===== config.mk =====
export PLATFORM = sky130hd
export DESIGN_NAME = date_display_ctrl
export DESIGN_NICKNAME = d
export VERILOG_FILES = /design/src/rtl/display_pkg.sv /design/src/rtl/key_debounce.sv /design/src/rtl/date_display_ctrl.sv
export SDC_FILE = /design/constraint.sdc
export NUM_CORES = 1
export LEC_CHECK = 0
export CAP_MARGIN = 20
export CORE_MARGIN = 4
export CORE_UTILIZATION = 35
export DETAILED_ROUTE_END_ITERATION = 8
export GPL_ROUTABILITY_DRIVEN = 0
export PLACE_DENSITY = 0.56
export SLEW_MARGIN = 20
export SYNTH_ARGS = -nofsm -noshare
export SYNTH_HDL_FRONTEND = slang
export SYNTH_SLANG_ARGS = --single-unit

===== constraint.sdc =====
create_clock -name clk -period 2.3 [get_ports clk]
set_input_delay 0.575 -clock clk [delete_from_list [all_inputs] [get_ports clk]]
set_output_delay 0.575 -clock clk [all_outputs]
set_load 0.01 [all_outputs]

===== src/rtl/display_pkg.sv =====
// display_pkg: shared seven-segment encoding and BCD/segment widths
package display_pkg;
  localparam int BCD_W = 4;
  localparam int SEG_W = 8;
  localparam logic [SEG_W-1:0] SEG_BLANK = 8'hFF;
  // Active-low segments {dp,g,f,e,d,c,b,a} for BCD 9..0, digit 0 in the LSBs
  localparam logic [10*SEG_W-1:0] SEG_TABLE = {
    8'h90, 8'h80, 8'hF8, 8'h82, 8'h92, 8'h99, 8'hB0, 8'hA4, 8'hF9, 8'hC0
  };
  function automatic logic [SEG_W-1:0] seg_encode(input logic [BCD_W-1:0] v);
    return v < 4'd10 ? SEG_TABLE[int'(v)*SEG_W +: SEG_W] : SEG_BLANK;
  endfunction
endpackage


===== src/rtl/key_debounce.sv =====
// key_debounce: synchronise, debounce and edge-detect one active-low push-key
module key_debounce #(
  parameter int DEBOUNCE_CYCLES = 500000
) (
  input  logic clk,
  input  logic rst_n,
  input  logic key,
  output logic press
);
  localparam int CW = $clog2(DEBOUNCE_CYCLES + 1);
  logic [1:0] sync;
  logic [1:0] vld;
  logic level;
  logic armed;
  logic [CW-1:0] cnt;
  logic accept;
  assign accept = (sync[1] != level) && (cnt == CW'(DEBOUNCE_CYCLES - 1));
  // Presses are only honoured once the key has been seen released after reset,
  // so a key held through reset cannot generate an event.
  always_ff @(posedge clk or negedge rst_n) begin
    if (!rst_n) begin
      sync  <= 2'b11;
      vld   <= 2'b00;
      level <= 1'b1;
      armed <= 1'b0;
      cnt   <= '0;
      press <= 1'b0;
    end else begin
      sync  <= {sync[0], key};
      vld   <= {vld[0], 1'b1};
      armed <= armed | (vld[1] & sync[1]);
      cnt   <= (sync[1] == level || accept) ? '0 : cnt + 1'b1;
      level <= accept ? sync[1] : level;
      press <= accept & ~sync[1] & armed;
    end
  end
endmodule


===== src/rtl/date_display_ctrl.sv =====
// date_display_ctrl: switch-to-LED mirror with invert toggle and date table on HEX digits
module date_display_ctrl
  import display_pkg::*;
#(
  parameter int SW_WIDTH = 8,
  parameter int LED_WIDTH = 10,
  parameter int NUM_DIGITS = 6,
  parameter int NUM_DATES = 4,
  parameter int DEBOUNCE_CYCLES = 500000,
  parameter logic [NUM_DATES*NUM_DIGITS*BCD_W-1:0] DATE_TABLE =
    {24'hFFFFFF, 24'hFFFFFF, 24'h082401, 24'h082301}
) (
  input  logic                        clk,
  input  logic                        rst_n,
  input  logic [SW_WIDTH-1:0]         switch,
  input  logic [1:0]                  key,
  output logic [LED_WIDTH-1:0]        leds,
  output logic [SEG_W*NUM_DIGITS-1:0] hex
);
  localparam int IDX_W = $clog2(NUM_DATES);
  localparam int ENTRY_W = NUM_DIGITS * BCD_W;
  logic [SW_WIDTH-1:0] sw_meta, sw_sync;
  logic [1:0] press;
  logic invert_q;
  logic [IDX_W-1:0] date_idx;
  logic [ENTRY_W-1:0] entry;
  logic [SW_WIDTH-1:0] sw_val;
  logic [LED_WIDTH-1:0] leds_d;
  logic [SEG_W*NUM_DIGITS-1:0] hex_d;
  for (genvar k = 0; k < 2; k++) begin : g_key
    key_debounce #(.DEBOUNCE_CYCLES(DEBOUNCE_CYCLES)) u_db (
      .clk(clk), .rst_n(rst_n), .key(key[k]), .press(press[k])
    );
  end
  // Two-flop synchroniser for the slide switches
  always_ff @(posedge clk or negedge rst_n) begin
    if (!rst_n) begin
      sw_meta <= '0;
      sw_sync <= '0;
    end else begin
      sw_meta <= switch;
      sw_sync <= sw_meta;
    end
  end
  // Key events: key[0] toggles invert, key[1] steps through the date table
  always_ff @(posedge clk or negedge rst_n) begin
    if (!rst_n) begin
      invert_q <= 1'b0;
      date_idx <= '0;
    end else begin
      invert_q <= invert_q ^ press[0];
      if (press[1]) date_idx <= (date_idx == IDX_W'(NUM_DATES - 1)) ? '0 : date_idx + 1'b1;
    end
  end
  // Select the current date entry and decode each digit to segments
  always_comb begin
    entry  = DATE_TABLE[int'(date_idx)*ENTRY_W +: ENTRY_W];
    sw_val = invert_q ? ~sw_sync : sw_sync;
    leds_d = (LED_WIDTH'(date_idx) << SW_WIDTH) | LED_WIDTH'(sw_val);
    hex_d  = '0;
    for (int d = 0; d < NUM_DIGITS; d++) hex_d[d*SEG_W +: SEG_W] = seg_encode(entry[d*BCD_W +: BCD_W]);
  end
  // Registered board outputs
  always_ff @(posedge clk or negedge rst_n) begin
    if (!rst_n) begin
      leds <= '0;
      hex  <= {NUM_DIGITS{SEG_BLANK}};
    end else begin
      leds <= leds_d;
      hex  <= hex_d;
    end
  end
endmodule


==> results of run 1 <==
-- cells by family (layout without fill, tap and decap cells) --
group | count (synthesis) | count (layout) | synth area share (%)
AOI/OAI and AO/OA | 15 | 15 | 3.36
xor gates and xnor gates | 39 | 39 | 9.00
adders and majority gates | 7 | 7 | 2.31
buffers and inverters | 54 | 90 | 9.46
DFF | 86 | 86 | 57.1
muxes | 5 | 5 | 1.58
other | 1 | 16 | 0.0988
and+or+nand+nor | 119 | 119 | 17.1
-- stage by stage --
step	worst slack (ns)	hold WS [ns]	total power, mW	utilization [%]
after floorplan	0.451	0.279	1.66	-
after global placement	0.366	0.332	1.73	41.2
after detailed placement	0.347	0.335	1.73	41.2
after CTS	0.00186	0.138	2.87	43.3
after global routing	0.0423	0.151	2.96	44.0
final	0.120	0.133	2.81	44.0
-- worst paths after layout --
kind / slack [ns] / end
setup / recovery: 0.12 / hex[28]
hold / removal: 0.13 / g_key[0].u_db.cnt[9]
setup reg to reg: 0.34 / g_key[0].u_db.cnt[16]
hold reg to reg: 0.35 / sw_sync[1]
max in group asynchronous: 1.49 / hex[18]
min in group clk: 0.35 / sw_sync[1]
-- per-layer routing --
| metal | vias up | routed length [µm] | GRT usage [%] |
|---|---|---|---|
| li1 | 1142 | - | - |
| met1 | 1130 | 3080 | 14.7 |
| met2 | 84 | 2710 | 15.5 |
| met3 | 12 | 476 | 3.23 |
| met4 | 0 | 138 | 4.89 |
| met5 | - | 0 | 0 |
-- power by group through the flow --
stage | clock [mW] | sequential [mW] | combinational [mW]
floorplan | 0 | 1.60 | 0.0581
global placement | 0 | 1.60 | 0.129
detailed placement | 0 | 1.60 | 0.129
CTS | 1.16 | 1.57 | 0.130
global route | 1.24 | 1.58 | 0.143
finish | 1.12 | 1.57 | 0.126
-- state kept, by name, summed over array words and instances (netlist names) --
register          flops
leds                 10
g_key.u_db.vld        2
sw_meta               8
hex                   7
g_key.u_db.level      2
sw_sync               8
g_key.u_db.press      2
invert_q              1
date_idx              2
g_key.u_db.sync       4
g_key.u_db.armed      2
g_key.u_db.cnt       38
-- cell usage after synthesis --
cell type,number
a21o_1,2
a21oi_1,6
and3_1,2
and4_1,1
and4bb_2,1
buf_2,2
buf_4,41
clkbuf_1,3
conb_1,1
dfrtp_1,73
dfstp_2,13
ha_1,7
inv_1,8
mux2_4,2
mux2i_1,3
nand2_1,15
nand3_1,15
nand3b_1,1
nand4_1,11
nand4_2,1
nand4_4,1
nand4b_1,1
nor2_1,39
nor3_1,8
nor4_1,10
nor4_2,1
nor4b_2,1
nor4bb_1,2
o21ai_0,4
o31ai_1,1
o41ai_4,2
or2_2,1
or3_1,4
or4_1,2
or4_4,2
xnor2_1,24
xor2_1,15
-- worst max-delay path, stage by stage (launching register included) --
cell and delay, ns:
dfstp_4 0.63, buf_4 0.10, clkdlybuf4s50_1 0.52
-- cell type report --
cell class / count / area [µm²]
fillers: 985 / 5860
flip-flops and latches: 86 / 2170
multi-input cells: 201 / 1330
repair buffers: 66 / 688
well taps: 136 / 170
clock buffers: 9 / 124
clock inverters: 7 / 88.8
inverters: 8 / 30.0
-- cells in the final DEF, fill, tap and decap left out, types with 9 or more instances in the layout --
cell type        Yosys  final
dfrtp_1             73     73
nor2_1              39     39
clkdlybuf4s50_1      0     30
xnor2_1             24     24
dlymetal6s2s_1       0     20
conb_1               1     16
nand3_1             15     15
nand2_1             15     15
xor2_1              15     15
dfstp_2             13     12
nand4_1             11     11
buf_4               41     11
nor4_1              10     10
clkbuf_8             0      9
-- what timing repair did --
action / 4_1_cts / 5_1_grt
gates resized for setup: 5 / 20
buffers inserted: 0 / 3
endpoints found under the hold margin: 0 / 0
setup endpoints to repair: 26 / 22
==> flow_summary.toml, run 1 <==
[synth]
yosysUniqueCellTypes = 37
yosys-top-cells-area = "dfrtp_1 48%, dfstp_2 9.0%, buf_4 8.1%"
netlist_area_um2 = 3800
synthCells = 326
ys_warn_count = 0
syn_area_per_cell_um2 = 11.6
netlist.area_leader.share_pct = 48.1
ys_ff_latch = 86
synth_largest_area_cell = "dfrtp_1"
ys_seq_area_share_pct = 57.1

[power]
comb_power_share_pct = 4.5
p_switching_mw = 0.680
seqPwrFrac_pct = 55.9
p_leak_nw = 2.29
p_int_mw = 2.13
pwr-share-clk_pct = 39.7
vdd_drop_max_mv = 0.400
p_sw_share_pct = 24.2
powerDensity_nw_per_um2 = 612

[layout]
drive_above_1_share_pct = 14.1
diodes = 0
nets = 391
syn_to_final_growth_pct = 21.1
stdcell_area_um2 = 4600
layout.cells.non_filler = 513

[die]
die_h_um = 112
fp-row-count = 37
io_pins = 70
core_um2 = 10500
start_util_pct = 36.3
die_x_um = 112
die-area_um2 = 12600

[critical_path]
end_kind = "output pin"
worstPathRequired_ns = 1.73
r2r-start = "g_key[0].u_db.cnt[0]"
arrival_ns = 1.60
critical_path_class = "reg2out"
crit_fanout = 3
startpoint = "hex[45]"
worst_r2r_path_depth = 5
worstSetupStartpointType = "register"

[grt]
grt_start_max_net_pins = 39
grt_pass1_wl_um = 11000
grt_usage_pct = 10.7
grt_pass1_vias = 2269
grt_overflow = 0
antenna_found_initial = 0

[sta]
drv_slew = 0
hold_violations = 0
setup-violations-final = 0
setup_tns_ns = 0
fmax_ghz = 0.459
rsz0062_at_grt = "no"
fin_crit_sh_pct = 94.8
fin_crit_ns = 2.18
finClkSkew_ns = 0.0114

[cts]
cts_root_buf = "clkbuf_8"
numClockSinks = 86
cts.path.max_buffers = 2
cts_buffers = 9
htree_levels = 3
clk_pin_slew_ns = 0.09
cts_hold_buf = 0
clock_latency_ns = 0.36
cts_tree = "done"

[routing]
final_antenna_net_count = 0
drt-total-wl_um = 6400
viasPerCell = 4.62
drt-initial-drc-count = 164
wire_per_inst_um = 12.5
drc = 0
firstDrtPassIters = 4
vias = 2368

[hold_path]
hp-class = "in2async"

[run_status]
status = "finished clean"

[placement]
dp_cells = 494
dpl-instance-area_um2 = 4320
dp_hpwl_um = 4360
io_buffers = 55

[job]
maxCapViolations = 0
Note: power is estimated with default switching activity, not from simulation.
==> run 2, diff against run 1 <==
--- a/config.mk
+++ b/config.mk
@@ -5,12 +5,13 @@
 export SDC_FILE = /design/constraint.sdc
 export NUM_CORES = 1
 export LEC_CHECK = 0
-export CAP_MARGIN = 20
+export CAP_MARGIN = 5
 export CORE_MARGIN = 4
 export CORE_UTILIZATION = 35
 export DETAILED_ROUTE_END_ITERATION = 8
 export GPL_ROUTABILITY_DRIVEN = 0
 export PLACE_DENSITY = 0.56
+export SETUP_SLACK_MARGIN = 0.2
 export SLEW_MARGIN = 20
 export SYNTH_ARGS = -nofsm -noshare
 export SYNTH_HDL_FRONTEND = slang
==> run 2 against run 1 <==
Non-clock buffer count is the same; sequential share of layout area grew 0.77 points; sequential cell count is the same; worst setup slack gained 0.19 ns; core utilization shrank 0.71 points; fmax grew 9.7%; critical endpoint is now hex[23]; largest power group unchanged; highest routed layer unchanged.
==> flow_summary.toml, run 2 (synthesis gave the netlist of run 1 again) <==
[layout]
layout_commonest_cell = "dfrtp_1"
largest_reg_flops = 38
nets = 391
syn_to_final_growth_pct = 19.2
diodes = 0
top_regs = "g_key.u_db.cnt: 38 flops, leds: 10 flops"
drive_above_1_share_pct = 14.1
layout.cells.non_filler = 513
final_cell_mix = "73 x dfrtp_1, 39 x nor2_1, 28 x clkdlybuf4s50_1"
regMostFlops = "g_key.u_db.cnt"

[die]
die-area_um2 = 12600
die_x_um = 112
start_util_pct = 36.3
die_h_um = 112
fp-row-count = 37
io_pins = 70
core_um2 = 10500

[placement]
pre_cts_slack_ns = 0.347
io_buffers = 55
dp_hpwl_um = 4360
dp_cells = 494

[routing]
final_antenna_net_count = 0
drt-initial-drc-count = 154
drt-total-wl_um = 6290
firstDrtPassIters = 4
drc = 0
viasPerCell = 4.59
vias = 2357
wire_per_inst_um = 12.3

[grt]
grt_pass1_wl_um = 11000
grt_start_max_net_pins = 39
grt_overflow = 0
grt_pass1_vias = 2288
grt_usage_pct = 10.7
antenna_found_initial = 0

[critical_path]
critical_path_class = "reg2out"
rrSetupSlack_ns = 0.34
startpoint = "hex[23]"
arrival_ns = 1.41
path_buf_inv = 1
r2r-start = "g_key[0].u_db.cnt[0]"
worstPathRequired_ns = 1.73
end_kind = "output pin"
crit_fanout = 1
cp_top_family = "buffers and inverters"
reg2reg_to = "g_key[0].u_db.cnt[16]"
worst_r2r_path_depth = 5
path_cells = "clkdlybuf4s50_1"
critPathSlowestCell = "clkdlybuf4s50_1"
worstSetupStartpointType = "register"
max_stage_delay_ns = 0.53

[sta]
finClkSkew_ns = 0.0113
setup-violations-final = 0
fin_ws_ns = 0.313
hold_violations = 0
fin_crit_sh_pct = 86.4
hold_ws_ns = 0.133
setup_tns_ns = 0
fmax_ghz = 0.503
rsz0062_at_grt = "no"
fin_crit_ns = 1.99
drv_slew = 0

[power]
powerDensity_nw_per_um2 = 622
vdd_drop_max_mv = 0.400
p_leak_nw = 2.03

[hold_path]
hp-class = "in2async"

[cts]
cts_root_buf = "clkbuf_8"
cts_hold_buf = 0
clock_latency_ns = 0.36
numClockSinks = 86
cts.path.max_buffers = 2
clk_pin_slew_ns = 0.09
cts_tree = "done"
cts_buffers = 9
htree_levels = 3

[job]
maxCapViolations = 0

[run_status]
status = "finished clean"
[run 2: cell types whose count changed in the layout (fill, tap and decap cells not counted), sizes merged]
cell,delta
dlymetal6s2s,-19
clkdlybuf4s50,-2
dlygate4sd2,+21
[run 2: power by group]
part           switching [mW]  leakage (nW)  internal, mW
Sequential             0.0215          1.08          1.55
Combinational          0.0725         0.846        0.0531
Clock                   0.585         0.106         0.530
Total                   0.679          2.03          2.13
[run 2: worst max path at each step]
stage / to / slack, ns / depth (start not counted)
global placement: g_key[1].u_db.level / 0.37 / 4
CTS: hex[43] / 0.01 / 2
floorplan: g_key[1].u_db.level / 0.45 / 4
global route: hex[1] / 0.22 / 2
finish: hex[23] / 0.31 / 1
detailed placement: hex[43] / 0.35 / 1
[run 2: cell type report]
class,count,area [µm²]
sequential,86,2170
multi-input combinational,201,1330
clock buffer,9,124
timing repair buffer,66,614
clock inverter,7,88.8
fill,1015,5940
inverter,8,30.0
tap,136,170
[run 2: timing repair]
action / in CTS / in global routing
gates cloned: 0 / 0
buffers inserted: 3 / 0
endpoints found under the setup margin: 26 / 1
resized for setup: 27 / 1
pin swaps: 0 / 0
[run 2: per-stage QoR]
step | utilization (%) | power (mW) | area [µm²]
final | 43.3 | 2.81 | 4530
after global routing | 43.3 | 2.96 | 4530
after CTS | 43.2 | 2.87 | 4520
after detailed placement | 41.2 | 1.73 | 4320
after global placement | 41.2 | 1.73 | 4320
after floorplan | - | 1.66 | 3850
[run 2: routing by layer]
layer  part of all wire (%)  up-vias  track usage, %  wire, µm
met2                     43       78            15.8      2700
met3                    7.5       12            3.29       472
met4                    2.2        0            4.89       138
li1                       -     1139               -         -
met1                     47     1128            14.4      2980
met5                      0        -               0         0
